## src/rtl/round_robin_arbiter_3_pkg.sv

```systemverilog
// Shared definitions for the three-way round-robin arbiter: state encoding,
// priority-pointer reset value and default address width.
package round_robin_arbiter_3_pkg;

    localparam int ARB_WIDTH = 8;

    typedef enum logic [1:0] {
        ARB_IDLE    = 2'd0,
        ARB_BUSY    = 2'd1,
        ARB_RELEASE = 2'd2
    } arb_state_t;

    // Pointing at requester 3 makes requester 1 the first choice after reset.
    localparam logic [2:0] ARB_LAST_RESET = 3'b100;

endpackage

```

## src/rtl/rr_next_winner_3.sv

```systemverilog
// Combinational round-robin pick for three requesters: first asserted request
// bit scanning circularly from the position after the one-hot last grant.
module rr_next_winner_3 (
    input  logic [2:0] iRequest,
    input  logic [2:0] LastGrant,
    output logic [2:0] oWinner
);

    always_comb begin
        oWinner = 3'b000;
        case (LastGrant)
            3'b001: begin
                if      (iRequest[1]) oWinner = 3'b010;
                else if (iRequest[2]) oWinner = 3'b100;
                else if (iRequest[0]) oWinner = 3'b001;
            end
            3'b010: begin
                if      (iRequest[2]) oWinner = 3'b100;
                else if (iRequest[0]) oWinner = 3'b001;
                else if (iRequest[1]) oWinner = 3'b010;
            end
            // 3'b100 and any corrupted pointer fall back to requester 1 first
            default: begin
                if      (iRequest[0]) oWinner = 3'b001;
                else if (iRequest[1]) oWinner = 3'b010;
                else if (iRequest[2]) oWinner = 3'b100;
            end
        endcase
    end

endmodule

```

## src/rtl/round_robin_arbiter_3.sv

```systemverilog
// Three-way round-robin arbiter: registered one-hot grant and latched address,
// held until iDone, request withdrawal or watchdog expiry, then one RELEASE cycle.
module round_robin_arbiter_3
    import round_robin_arbiter_3_pkg::*;
#(
    parameter int SIZE         = ARB_WIDTH,
    parameter int TIMEOUT_BITS = 8
) (
    input  logic            Clock,
    input  logic            Reset,
    input  logic [2:0]      iRequest,
    input  logic [SIZE-1:0] iAddress1,
    input  logic [SIZE-1:0] iAddress2,
    input  logic [SIZE-1:0] iAddress3,
    input  logic            iDone,
    output logic [2:0]      oGrant,
    output logic [SIZE-1:0] oAddress,
    output logic            oValid,
    output logic            oTimeout
);

    localparam logic [TIMEOUT_BITS-1:0] WD_ONE  = TIMEOUT_BITS'(1);
    // Value held just before the counter reaches all-ones on the next edge.
    localparam logic [TIMEOUT_BITS-1:0] WD_LAST = ~WD_ONE;

    arb_state_t              state, state_nxt;
    logic [2:0]              last_grant, last_nxt;
    logic [TIMEOUT_BITS-1:0] wd, wd_nxt;
    logic [2:0]              grant_nxt;
    logic [SIZE-1:0]         addr_nxt;
    logic                    valid_nxt, timeout_nxt;
    logic [2:0]              winner;
    logic                    abandon, wd_full;

    rr_next_winner_3 u_next_winner (
        .iRequest  (iRequest),
        .LastGrant (last_grant),
        .oWinner   (winner)
    );

    assign abandon = ~|(iRequest & oGrant);
    assign wd_full = (wd == WD_LAST);

    always_ff @(posedge Clock or posedge Reset) begin
        if (Reset) begin
            state      <= ARB_IDLE;
            last_grant <= ARB_LAST_RESET;
            wd         <= '0;
            oGrant     <= 3'b000;
            oAddress   <= '0;
            oValid     <= 1'b0;
            oTimeout   <= 1'b0;
        end else begin
            state      <= state_nxt;
            last_grant <= last_nxt;
            wd         <= wd_nxt;
            oGrant     <= grant_nxt;
            oAddress   <= addr_nxt;
            oValid     <= valid_nxt;
            oTimeout   <= timeout_nxt;
        end
    end

    always_comb begin
        state_nxt   = state;
        last_nxt    = last_grant;
        wd_nxt      = wd;
        grant_nxt   = oGrant;
        addr_nxt    = oAddress;
        valid_nxt   = 1'b0;
        timeout_nxt = 1'b0;
        case (state)
            ARB_IDLE: begin
                grant_nxt = 3'b000;
                if (|winner) begin
                    grant_nxt = winner;
                    wd_nxt    = '0;
                    valid_nxt = 1'b1;
                    state_nxt = ARB_BUSY;
                    case (winner)
                        3'b001:  addr_nxt = iAddress1;
                        3'b010:  addr_nxt = iAddress2;
                        default: addr_nxt = iAddress3;
                    endcase
                end
            end
            ARB_BUSY: begin
                wd_nxt = wd + WD_ONE;
                if (iDone || abandon || wd_full) begin
                    // Pointer moves as the grant drops, ready for the next IDLE pick.
                    last_nxt    = oGrant;
                    grant_nxt   = 3'b000;
                    timeout_nxt = wd_full && !iDone;
                    state_nxt   = ARB_RELEASE;
                end
            end
            ARB_RELEASE: begin
                grant_nxt = 3'b000;
                state_nxt = ARB_IDLE;
            end
            default: begin
                grant_nxt = 3'b000;
                state_nxt = ARB_IDLE;
            end
        endcase
    end

endmodule

```

## config.mk

```make
export PLATFORM = sky130hd
export DESIGN_NAME = round_robin_arbiter_3
export DESIGN_NICKNAME = d
export VERILOG_FILES = /design/src/rtl/round_robin_arbiter_3_pkg.sv /design/src/rtl/rr_next_winner_3.sv /design/src/rtl/round_robin_arbiter_3.sv
export SDC_FILE = /design/constraint.sdc
export NUM_CORES = 1
export LEC_CHECK = 0
export ABC_AREA = 0
export CORE_UTILIZATION = 49
export DETAILED_ROUTE_END_ITERATION = 7
export PLACE_DENSITY_LB_ADDON = 0.12
export SKIP_LAST_GASP = 1
export SLEW_MARGIN = 0
export SYNTH_ARGS = -nofsm -noshare
export SYNTH_HDL_FRONTEND = slang
export SYNTH_HIERARCHICAL = 1
export SYNTH_SLANG_ARGS = --single-unit
```

## constraint.sdc

```tcl
create_clock -name Clock -period 5.3 [get_ports Clock]
set_input_delay 1.06 -clock Clock [delete_from_list [all_inputs] [get_ports Clock]]
set_output_delay 1.06 -clock Clock [all_outputs]
set_load 0.005 [all_outputs]
```

Word level (Yosys, flattened, before mapping)
Index checks and enable logic that the tools add are counted.
Word-level totals
  flip-flop bits (word level): 26
  output and inout bits: 13
  word-level logic and storage cells: 53
  bits of input ports: 30
Operators by class
  multiplexer cells: 23
  bitwise gates (word level): 1
  eq/ne operators: 8
  reduce and logical (&&, ||, !) cells: 13
  $add $sub $neg: 1
Operators by type and width (count)
  8-bit case mux with 2 select lines: 2
  3-bit 2-to-1 mux: 9
  3-bit case mux with 2 select lines: 2
  8-bit by 1-bit adder with 8-bit output, second input constant: 1
  8-bit == test, second input constant: 1
  8-bit 2-to-1 mux: 1
  2-bit AND reduction: 4
  3-bit by 1-bit == test with 1-bit output, second input constant: 2
  3-bit by 2-bit == test with 1-bit output, second input constant: 2
  2-bit 2-to-1 mux: 3
  3-bit OR reduction: 2
  1-bit 2-to-1 mux: 5
  2-bit inequality test, second input constant: 2
  2-bit case mux with 2 select lines: 1
  3-bit bitwise AND: 1
  2-bit by 1-bit == test with 1-bit output, second input constant: 1
  1-bit zero test: 2
  2-bit zero test: 1
  1-bit logical OR: 2
  2-bit nonzero test: 1
  1-bit logical AND: 1

Depth between registers and ports, before layout
Gate-level depths: netlist of run 1.
  depth after elaboration: 7
  mapped depth: 7
  depth with buffers taken out: 6

Hierarchy
Netlist of run 1, hierarchy kept.
Modules (own cells, without submodules)
  round_robin_arbiter_3: sequential area each 651.9 um2, cells each 115, area an instance 1228.7 um2, instances 1
  rr_next_winner_3: sequential area each 0.0 um2, cells each 12, area an instance 91.3 um2, instances 1

Worst setup path after synthesis of run 1
No wires, ideal clock.
  path type: input port to flip-flop
  start: in iRequest[1]
  end: reg oAddress[1]
  slack: 2.922 ns
  stages on the path: 7
  path buffers: 1
  arrival: 2.255 ns
  setup time: 0.124 ns
  data required time: 5.176 ns
  path through: nor4bb_1 a311oi_1 nand2b_1 buf_2 o22a_1 o22ai_1 o21ai_1
Between the ends
  elaborated cells on any way between the ends: 12
  those cells by class: eq/ne: 2; mux: 8; reduce/logical: 2
RTL lines
  start, declared: RTL line round_robin_arbiter_3.sv:11  | input logic [2:0] iRequest,
  3-bit 2-to-1 mux: RTL line rr_next_winner_3.sv:25  | else if (iRequest[1]) oWinner = 3'b010;
  3-bit 2-to-1 mux: RTL line rr_next_winner_3.sv:24  | if (iRequest[0]) oWinner = 3'b001;
  3-bit case mux with 2 select lines *: RTL line rr_next_winner_3.sv:11  | case (LastGrant)
  via winner[0]: RTL line round_robin_arbiter_3.sv:32  | logic [2:0] winner;
  3-bit by 2-bit == test with 1-bit output, or another cell as far along: RTL line round_robin_arbiter_3.sv:80  | case (winner)
  8-bit case mux with 2 select lines or 2-bit AND reduction (tied branches)
  end signal, assigned: RTL line round_robin_arbiter_3.sv:58  | oAddress <= addr_nxt;
  end, declared: RTL line round_robin_arbiter_3.sv:17  | output logic [SIZE-1:0] oAddress,
Mark *: on every way through the listed nets, which the timed path passes. The rest lies on a longest branch.
A chain may end at the register's enable or synchronous reset.

Worst setup path in the final report of run 1
  start: in iRequest[1]
  end: reg oAddress[7]
Same word-level chain as after synthesis.

==> flow_metrics.env, run 1 <==
export IMPL_fin_crit_ps=3004
export IMPL_internal_power_uw=513.1
export IMPL_clk_path_buf_depth=2
export IMPL_total_power_uw=809.6
export IMPL_cts_root_buf="clkbuf_4"
export IMPL_arrival_ps=3210
export IMPL_period_share_pct=56.67
export IMPL_cts_htree_levels=1
export IMPL_drtIter0Drc=26
export IMPL_path_max_fanout=9
export IMPL_relSlewSlack_pct=37.98
export IMPL_yosys_warnings=6
export IMPL_numCtsBuffers=3
export IMPL_grt_util_all_layers_pct=21.34
export IMPL_synthFlopType="dfrtp_1"
export IMPL_power_switching_uw=296.4
export IMPL_p_leak_nw=0.7420
export IMPL_die_area_um2=2905
export IMPL_powerDensity_nw_per_um2=451.2
export IMPL_cts_sinks=26
export IMPL_setup_viol=0
export IMPL_grt_pass1_wl_um=4367
export IMPL_core_um2=2522
export IMPL_clk_insertion_delay_late_ps=310
export IMPL_start_kind="input port"
export IMPL_skew_ps=1.413
export IMPL_synth_avg_cell_area_um2=10.39
export IMPL_rsz0062_at_grt="no"
export IMPL_cts_tree="built"
export IMPL_synth_net_count=159
export IMPL_clock_fmax_mhz=332.9
export IMPL_p_sw_share_pct=36.62
export IMPL_die_w_um=53.90
export IMPL_drc=0
export IMPL_cap_viol_max_count=0
export IMPL_drive_gt1_share_pct=8.929
export IMPL_finalSetupTns_ps=0
export IMPL_path_class="in -> reg"
export IMPL_pwr_share_seq_pct=40.0
export IMPL_num_fill_cells=202
export IMPL_layout_commonest_cell="clkdlybuf4s50_1"
export IMPL_layout_common_cells="clkdlybuf4s50_1, dfrtp_1, nand2_1"
export IMPL_routed_via_count=1128
export IMPL_synthArstFlopShare_pct=100.0
export IMPL_syn_inst=127
export IMPL_wl_per_cell_um=14.95
export IMPL_die_h_um=53.90
export IMPL_std_cell_rows=18
export IMPL_crit_required_ps=5510
export IMPL_cts_clk_slew_worst_paths_ps=120
export IMPL_grt_max_degree=27
export IMPL_report_final_slew_viol_count=0
export IMPL_grt_overflow_total=0
export IMPL_synth_seq_cells=26
export IMPL_antenna_found_initial=0
export IMPL_grt_pass1_vias=972
export IMPL_syn2layout_area_growth_pct=35.92
export IMPL_end_kind="flop"
export IMPL_synth_edf_count=0
export IMPL_final_hold_viol_count=0
export IMPL_hold_class="reg -> reg"
export IMPL_combPwrFrac_pct=48.3
export IMPL_post_cts_setup_buffers=0
export IMPL_nets=201
export IMPL_synth_seq_area_share_pct=49.38
export IMPL_dp_hpwl_um=2201
export IMPL_num_io_pins=43
export IMPL_cts_resized=0
export IMPL_drtAntennaViolNets=0
export IMPL_peakVddDrop_mv=0.3697
export IMPL_initial_core_util_pct=52.33
export IMPL_synth_area_um2=1320
export IMPL_status="finished, final reports clean"
export IMPL_drt_wl_total_um=2960
export IMPL_viasPerCell=5.697
export IMPL_antenna_cells=0
export IMPL_gp_congestion=0.7383
export IMPL_synth_distinct_cells=38
export IMPL_postCtsHoldBufs=0
export IMPL_io_buffers=42
export IMPL_worst_slew_pin_slew_ps=929.2
export IMPL_first_pass_iters=5
export IMPL_clock_power_share_pct=11.8
==> final cells by class <==
class | count | area (um^2) | share of cell area (%)
clock buffers | 4 | 36.28 | 2.022
flip-flops and latches | 26 | 651.9 | 36.33
inverters | 6 | 22.52 | 1.255
repair buffers | 43 | 427.9 | 23.85
well taps | 30 | 37.54 | 2.092
multi-input cells | 89 | 618.1 | 34.45
==> cells in the mapped netlist (all sizes together), types with 2 or more instances <==
master / n / area (um^2)
nor2: 3 / 11.26
mux2: 3 / 33.78
o22a: 8 / 70.07
a21oi: 3 / 41.29
and3: 2 / 13.77
nand3: 7 / 35.03
o22ai: 8 / 50.05
inv: 6 / 22.52
nand2: 11 / 41.29
o31ai: 2 / 20.02
dfrtp: 25 / 625.6
nand2b: 3 / 18.77
a22o: 3 / 27.53
xor2: 3 / 26.28
clkbuf: 2 / 7.510
nand4: 3 / 18.77
o21ai: 15 / 75.07
buf: 4 / 20.02
ha: 2 / 25.02
==> registers in the layout, summed over array words and instances (netlist names) <==
name and flops:
oAddress 8, state 2, oValid 1, last_grant 3, oTimeout 1, wd 8, oGrant 3
==> cell families after synthesis <==
kind of cell | count (synthesis) | synth area share [%]
AOI/OAI and AO/OA | 44 | 25.02
xor gates and xnor gates | 3 | 1.991
adders and majority gates | 2 | 1.895
buffers and inverters | 12 | 3.792
DFF | 26 | 49.38
muxes | 3 | 2.559
and+or+nand+nor | 37 | 15.36
==> worst max-delay path, cell delays in order <==
cell and delay (ps):
clkdlybuf4s50_1 490, nor4bb_1 190, a311oi_1 540, nand2b_1 370, o22a_1 300, o22ai_1 180, o21ai_1 90
==> path summary, 6_finish.rpt <==
kind                                           end  slack, ps                 startpoint  cells after the start
setup / recovery           oAddress[7]$_DFFE_PP0P_       2300                iRequest[1]                      7
hold / removal                   wd[4]$_DFFE_PP0P_        490          wd[4]$_DFFE_PP0P_                      1
setup reg to reg           oAddress[7]$_DFFE_PP0P_       3020  last_grant[2]$_DFFE_PP1P_                      6
hold reg to reg                  wd[4]$_DFFE_PP0P_        490          wd[4]$_DFFE_PP0P_                      1
max in group asynchronous    oGrant[2]$_DFFE_PP0P_       3500                      Reset                      2
min in group asynchronous        wd[7]$_DFFE_PP0P_       1240                      Reset                      2
==> layer usage <==
metal	share of wire, %	track usage (%)	vias to the layer above
li1	-	-	562
met1	48	30.80	519
met2	42	32.51	42
met3	8.2	2.825	5
met4	1.5	7.895	0
met5	0	0	-
==> power groups by stage <==
stage	Sequential (mW)	Clock (mW)	Combinational [mW]
after floorplan	0.320	0	0.243
after global placement	0.324	0	0.384
after detailed placement	0.328	0	0.393
after CTS	0.323	0.0988	0.394
after global routing	0.336	0.107	0.435
final	0.324	0.0952	0.391
==> per-stage QoR <==
step | instance area (um^2) | cells | setup WS, ps | hold WS (ps) | utilization (%)
after floorplan | 1320 | 127 | 2922 | 444.7 | -
after detailed placement | 1758 | 194 | 2019 | 475.2 | 69.69
after global placement | 1758 | 194 | 2095 | 466.1 | 69.69
after global routing | 1794 | 198 | 2194 | 511.3 | 71.13
after CTS | 1794 | 198 | 2360 | 494.2 | 71.13
final | 1794 | 198 | 2296 | 494.8 | 71.13
Note: power is estimated with default switching activity, not from simulation.
==> run 2, diff against run 1 <==
CORE_UTILIZATION = 41   (was 49)
clock period = 2.72 ns   (was 5.3 ns; I/O delays follow)
==> flow_metrics.env, run 2 (synthesis results as in run 1) <==
export IMPL_layout_common_cells="clkdlybuf4s50_1, dfrtp_1, nand2_1"
export IMPL_ff2ff_setup_slack_ps=580
export IMPL_cts_clk_slew_worst_paths_ps=140
export IMPL_end_kind="flop"
export IMPL_drc=0
export IMPL_powerDensity_nw_per_um2=877.8
export IMPL_total_power_mw=1.617
export IMPL_die_w_um=58.74
export IMPL_io_buffers=42
export IMPL_rsz0062_at_grt="no"
export IMPL_gp_congestion=0.7509
export IMPL_numCtsBuffers=3
export IMPL_cap_viol_max_count=0
export IMPL_layout_commonest_cell="clkdlybuf4s50_1"
export IMPL_post_route_util_pct=60.33
export IMPL_crit_required_ps=2940
export IMPL_grt_max_degree=27
export IMPL_viasPerCell=5.329
export IMPL_hp_start="wd[4]$_DFFE_PP0P_"
export IMPL_reg2reg_depth=6
export IMPL_first_pass_iters=4
export IMPL_whs_path_depth=1
export IMPL_post_dp_cell_area_um2=1805
export IMPL_antenna_cells=0
export IMPL_internal_power_mw=1.026
export IMPL_clk_insertion_delay_late_ps=310
export IMPL_cts_root_buf="clkbuf_4"
export IMPL_wl_per_cell_um=13.81
export IMPL_worst_slack_ps=376.2
export IMPL_fin_crit_ps=2344
export IMPL_p_sw_share_pct=36.55
export IMPL_cts_sinks=26
export IMPL_clock_fmax_mhz=426.7
export IMPL_r2r_start="last_grant[2]$_DFFE_PP1P_"
export IMPL_hold_class="reg -> reg"
export IMPL_core_um2=3053
export IMPL_pwr_share_seq_pct=39.1
export IMPL_final_hold_viol_count=0
export IMPL_cts_resized=0
export IMPL_status="finished, final reports clean"
export IMPL_drt_wl_total_um=2982
export IMPL_skew_ps=7.938
export IMPL_seqCellArea_um2=651.9
export IMPL_instances_no_fill=216
export IMPL_cts_tree="built"
export IMPL_die_h_um=58.74
export IMPL_post_cts_setup_buffers=0
export IMPL_fin_area_um2=1842
export IMPL_grt_pass1_vias=1124
export IMPL_antenna_found_initial=0
export IMPL_p_leak_nw=0.7611
export IMPL_relSlewSlack_pct=60.86
export IMPL_num_fill_cells=279
export IMPL_r2r_end="oAddress[3]$_DFFE_PP0P_"
export IMPL_grt_util_all_layers_pct=19.13
export IMPL_dp_cells=212
export IMPL_grt_pass1_wl_um=5037
export IMPL_reg_largest_list="oAddress x8, wd x8"
export IMPL_postCtsHoldBufs=0
export IMPL_syn2layout_area_growth_pct=39.53
export IMPL_arrival_ps=2560
export IMPL_combPwrFrac_pct=49.2
export IMPL_worst_slew_pin_slew_ps=583.1
export IMPL_path_class="in -> reg"
export IMPL_nets=205
export IMPL_start_kind="input port"
export IMPL_clk_path_buf_depth=2
export IMPL_drtIter0Drc=70
export IMPL_multi_input_area_um2=618.1
export IMPL_place_ws_ps=29.99
export IMPL_path_max_fanout=9
export IMPL_power_switching_uw=590.9
export IMPL_die_area_um2=3450
export IMPL_grt_overflow_total=0
export IMPL_dp_hpwl_um=2322
export IMPL_report_final_slew_viol_count=0
export IMPL_std_cell_rows=20
export IMPL_drtAntennaViolNets=0
export IMPL_cts_htree_levels=1
export IMPL_clock_power_share_pct=11.8
export IMPL_peakVddDrop_mv=0.4837
export IMPL_holdWs_ps=493.2
export IMPL_period_share_pct=86.17
export IMPL_min_to="wd[4]$_DFFE_PP0P_"
export IMPL_num_io_pins=43
export IMPL_initial_core_util_pct=43.24
export IMPL_routed_via_count=1151
export IMPL_drive_gt1_share_pct=11.05
export IMPL_setup_viol=0
export IMPL_finalSetupTns_ps=0
==> run 2: cell types whose count changed in the layout (fill, tap and decap cells not counted), sizes merged <==
cell	previous run	this run
buf	1	5
==> run 2: worst max-delay path by stage <==
stage	start	to	slack, ps
floorplan	iRequest[1]	oAddress[1]$_DFFE_PP0P_	860
global placement	iRequest[1]	oAddress[2]$_DFFE_PP0P_	130
detailed placement	iRequest[1]	oAddress[7]$_DFFE_PP0P_	30
CTS	iRequest[1]	oAddress[7]$_DFFE_PP0P_	390
global route	iRequest[1]	oAddress[2]$_DFFE_PP0P_	250
finish	iRequest[1]	oAddress[3]$_DFFE_PP0P_	380
==> run 2: worst max-delay path: stages <==
cell and delay, ps:
clkdlybuf4s50_1 470, nor4bb_1 180, a311oi_1 530, nand2b_1 420, a21oi_4 150, o22ai_1 200
o21ai_1 70
==> run 2: layout make-up <==
class,instances,area share (%)
flip-flops and latches,26,35.39
multi-input cells,89,33.56
repair buffers,47,24.86
well taps,44,2.989
clock buffers,4,1.970
inverters,6,1.223
==> run 2: metal layers <==
metal	vias up	global-route usage [%]	wire [um]
met5	-	0	0
met4	0	5.102	12
met3	2	2.198	116
met2	31	32.31	1509
met1	554	26.10	1344
li1	564	-	-
==> run 2: power by group through the flow <==
stage | combinational [mW] | sequential [mW] | clock (mW)
3_3_place_gp | 0.776 | 0.634 | 0
6_report | 0.795 | 0.632 | 0.190
2_1_floorplan | 0.474 | 0.624 | 0
3_5_place_dp | 0.799 | 0.640 | 0
4_1_cts | 0.801 | 0.632 | 0.201
5_1_grt | 0.881 | 0.654 | 0.212
==> run 3, diff against run 2 <==
CORE_ASPECT_RATIO = 0.7   (was unset)
==> flow_metrics.env, run 3 (synthesis results as in run 1) <==
export IMPL_relSlewSlack_pct=59.80
export IMPL_internal_power_mw=1.155
export IMPL_grt_pass1_wl_um=5554
export IMPL_antenna_cells=0
export IMPL_die_h_um=49.48
export IMPL_postCtsHoldBufs=0
export IMPL_clk_insertion_delay_late_ps=270
export IMPL_fin_crit_ps=2403
export IMPL_num_io_pins=43
export IMPL_p_sw_share_pct=34.78
export IMPL_cts_resized=0
export IMPL_worst_slack_ps=316.6
export IMPL_arrival_ps=2570
export IMPL_clock_power_share_pct=17.8
export IMPL_cp_slowest_cell="a311oi_1"
export IMPL_std_cell_rows=16
export IMPL_grt_pass1_vias=1137
export IMPL_drtIter0Drc=51
export IMPL_grt_overflow_total=0
export IMPL_powerDensity_nw_per_um2=942.2
export IMPL_period_share_pct=88.36
export IMPL_final_hold_viol_count=0
export IMPL_die_area_um2=3454
export IMPL_path_buf_inv=1
export IMPL_post_cts_setup_buffers=0
export IMPL_nets=205
export IMPL_cts_root_buf="clkbuf_8"
export IMPL_setup_viol=0
export IMPL_cts_tree="built"
export IMPL_viasPerCell=5.553
export IMPL_drive_gt1_share_pct=11.05
export IMPL_skew_ps=9.736
export IMPL_finalSetupTns_ps=0
export IMPL_syn2layout_area_growth_pct=42.37
export IMPL_grt_util_all_layers_pct=20.48
export IMPL_cts_htree_levels=1
export IMPL_p_leak_nw=0.7813
export IMPL_pwr_share_seq_pct=35.6
export IMPL_crit_path_max_incr_delay_ps=540
export IMPL_status="finished, final reports clean"
export IMPL_combPwrFrac_pct=46.7
export IMPL_cap_viol_max_count=0
export IMPL_place_ws_ps=63.05
export IMPL_drtAntennaViolNets=0
export IMPL_cts_clk_slew_worst_paths_ps=90
export IMPL_dp_cells=204
export IMPL_grt_max_degree=27
export IMPL_clock_fmax_mhz=416.1
export IMPL_path_max_fanout=9
export IMPL_core_um2=2923
export IMPL_drt_wl_total_um=3161
export IMPL_drc=0
export IMPL_crit_required_ps=2880
export IMPL_post_route_util_pct=64.30
export IMPL_cts_sinks=26
export IMPL_power_switching_uw=615.9
export IMPL_numCtsBuffers=3
export IMPL_start_kind="input port"
export IMPL_wl_per_cell_um=15.20
export IMPL_io_buffers=42
export IMPL_rsz0062_at_grt="no"
export IMPL_antenna_found_initial=0
export IMPL_path_class="in -> reg"
export IMPL_layout_common_cells="clkdlybuf4s50_1, dfrtp_1, nand2_1"
export IMPL_dp_hpwl_um=2424
export IMPL_end_kind="flop"
export IMPL_cpLargestDelayFamily="compound AO/OA/AOI/OAI gates"
export IMPL_layout_commonest_cell="clkdlybuf4s50_1"
export IMPL_path_cells="clkdlybuf4s50_1 > nor4bb_1 > a311oi_1 > nand2b_1 > a21oi_4 > o22ai_1 > o21ai_1"
export IMPL_routed_via_count=1155
export IMPL_peakVddDrop_mv=0.6308
export IMPL_hold_class="reg -> reg"
export IMPL_num_fill_cells=238
export IMPL_initial_core_util_pct=45.16
export IMPL_clk_path_buf_depth=2
export IMPL_first_pass_iters=4
export IMPL_instances_no_fill=208
export IMPL_gp_congestion=0.7712
export IMPL_reg_largest_list="oAddress x8, wd x8"
export IMPL_report_final_slew_viol_count=0
export IMPL_die_w_um=69.82
export IMPL_worst_slew_pin_slew_ps=598.9
[run 3: cell types whose count changed in the layout (fill, tap and decap cells not counted), sizes merged]
cell    before  now
clkbuf       4    3
bufinv       0    1
[run 3: metal layers]
| metal | vias up | part of all wire [%] | track usage, % |
|---|---|---|---|
| met4 | 0 | 0.13 | 1.000 |
| met3 | 2 | 4.4 | 5.317 |
| met5 | - | 0 | 0 |
| met1 | 567 | 46 | 28.16 |
| li1 | 563 | - | - |
| met2 | 23 | 49 | 34.46 |
[run 3: worst paths after layout]
path	startpoint	end	slack, ps	depth (start not counted)
max in group asynchronous	Reset	last_grant[2]$_DFFE_PP1P_	1800	3
max	iRequest[1]	oAddress[1]$_DFFE_PP0P_	320	7
max reg2reg	last_grant[2]$_DFFE_PP1P_	oAddress[1]$_DFFE_PP0P_	490	6
min	wd[7]$_DFFE_PP0P_	wd[7]$_DFFE_PP0P_	490	1
min reg2reg	wd[7]$_DFFE_PP0P_	wd[7]$_DFFE_PP0P_	490	1
min in group asynchronous	Reset	oGrant[0]$_DFFE_PP0P_	620	3
[run 3: power by group through the flow]
stage / Sequential, mW / Combinational, mW / Clock (mW)
CTS: 0.628 / 0.834 / 0.329
global placement: 0.630 / 0.803 / 0
finish: 0.629 / 0.827 / 0.314
detailed placement: 0.636 / 0.829 / 0
global route: 0.653 / 0.918 / 0.346
floorplan: 0.624 / 0.474 / 0
[run 3: layout make-up]
class / instances / area, um^2 / area share (%)
flip-flops and latches: 26 / 651.9 / 34.69
multi-input cells: 89 / 618.1 / 32.89
repair buffers: 47 / 470.5 / 25.03
well taps: 36 / 45.04 / 2.397
clock buffers: 3 / 41.29 / 2.197
clock inverters: 1 / 30.03 / 1.598
inverters: 6 / 22.52 / 1.198
[run 3: through the flow]
stage,total power [mW],hold WS (ps),area [um^2]
after CTS,1.791,488.6,1879
after global placement,1.433,463.3,1808
after floorplan,1.097,444.7,1320
after global routing,1.918,516.3,1879
final,1.771,490.4,1879
after detailed placement,1.465,471.0,1808
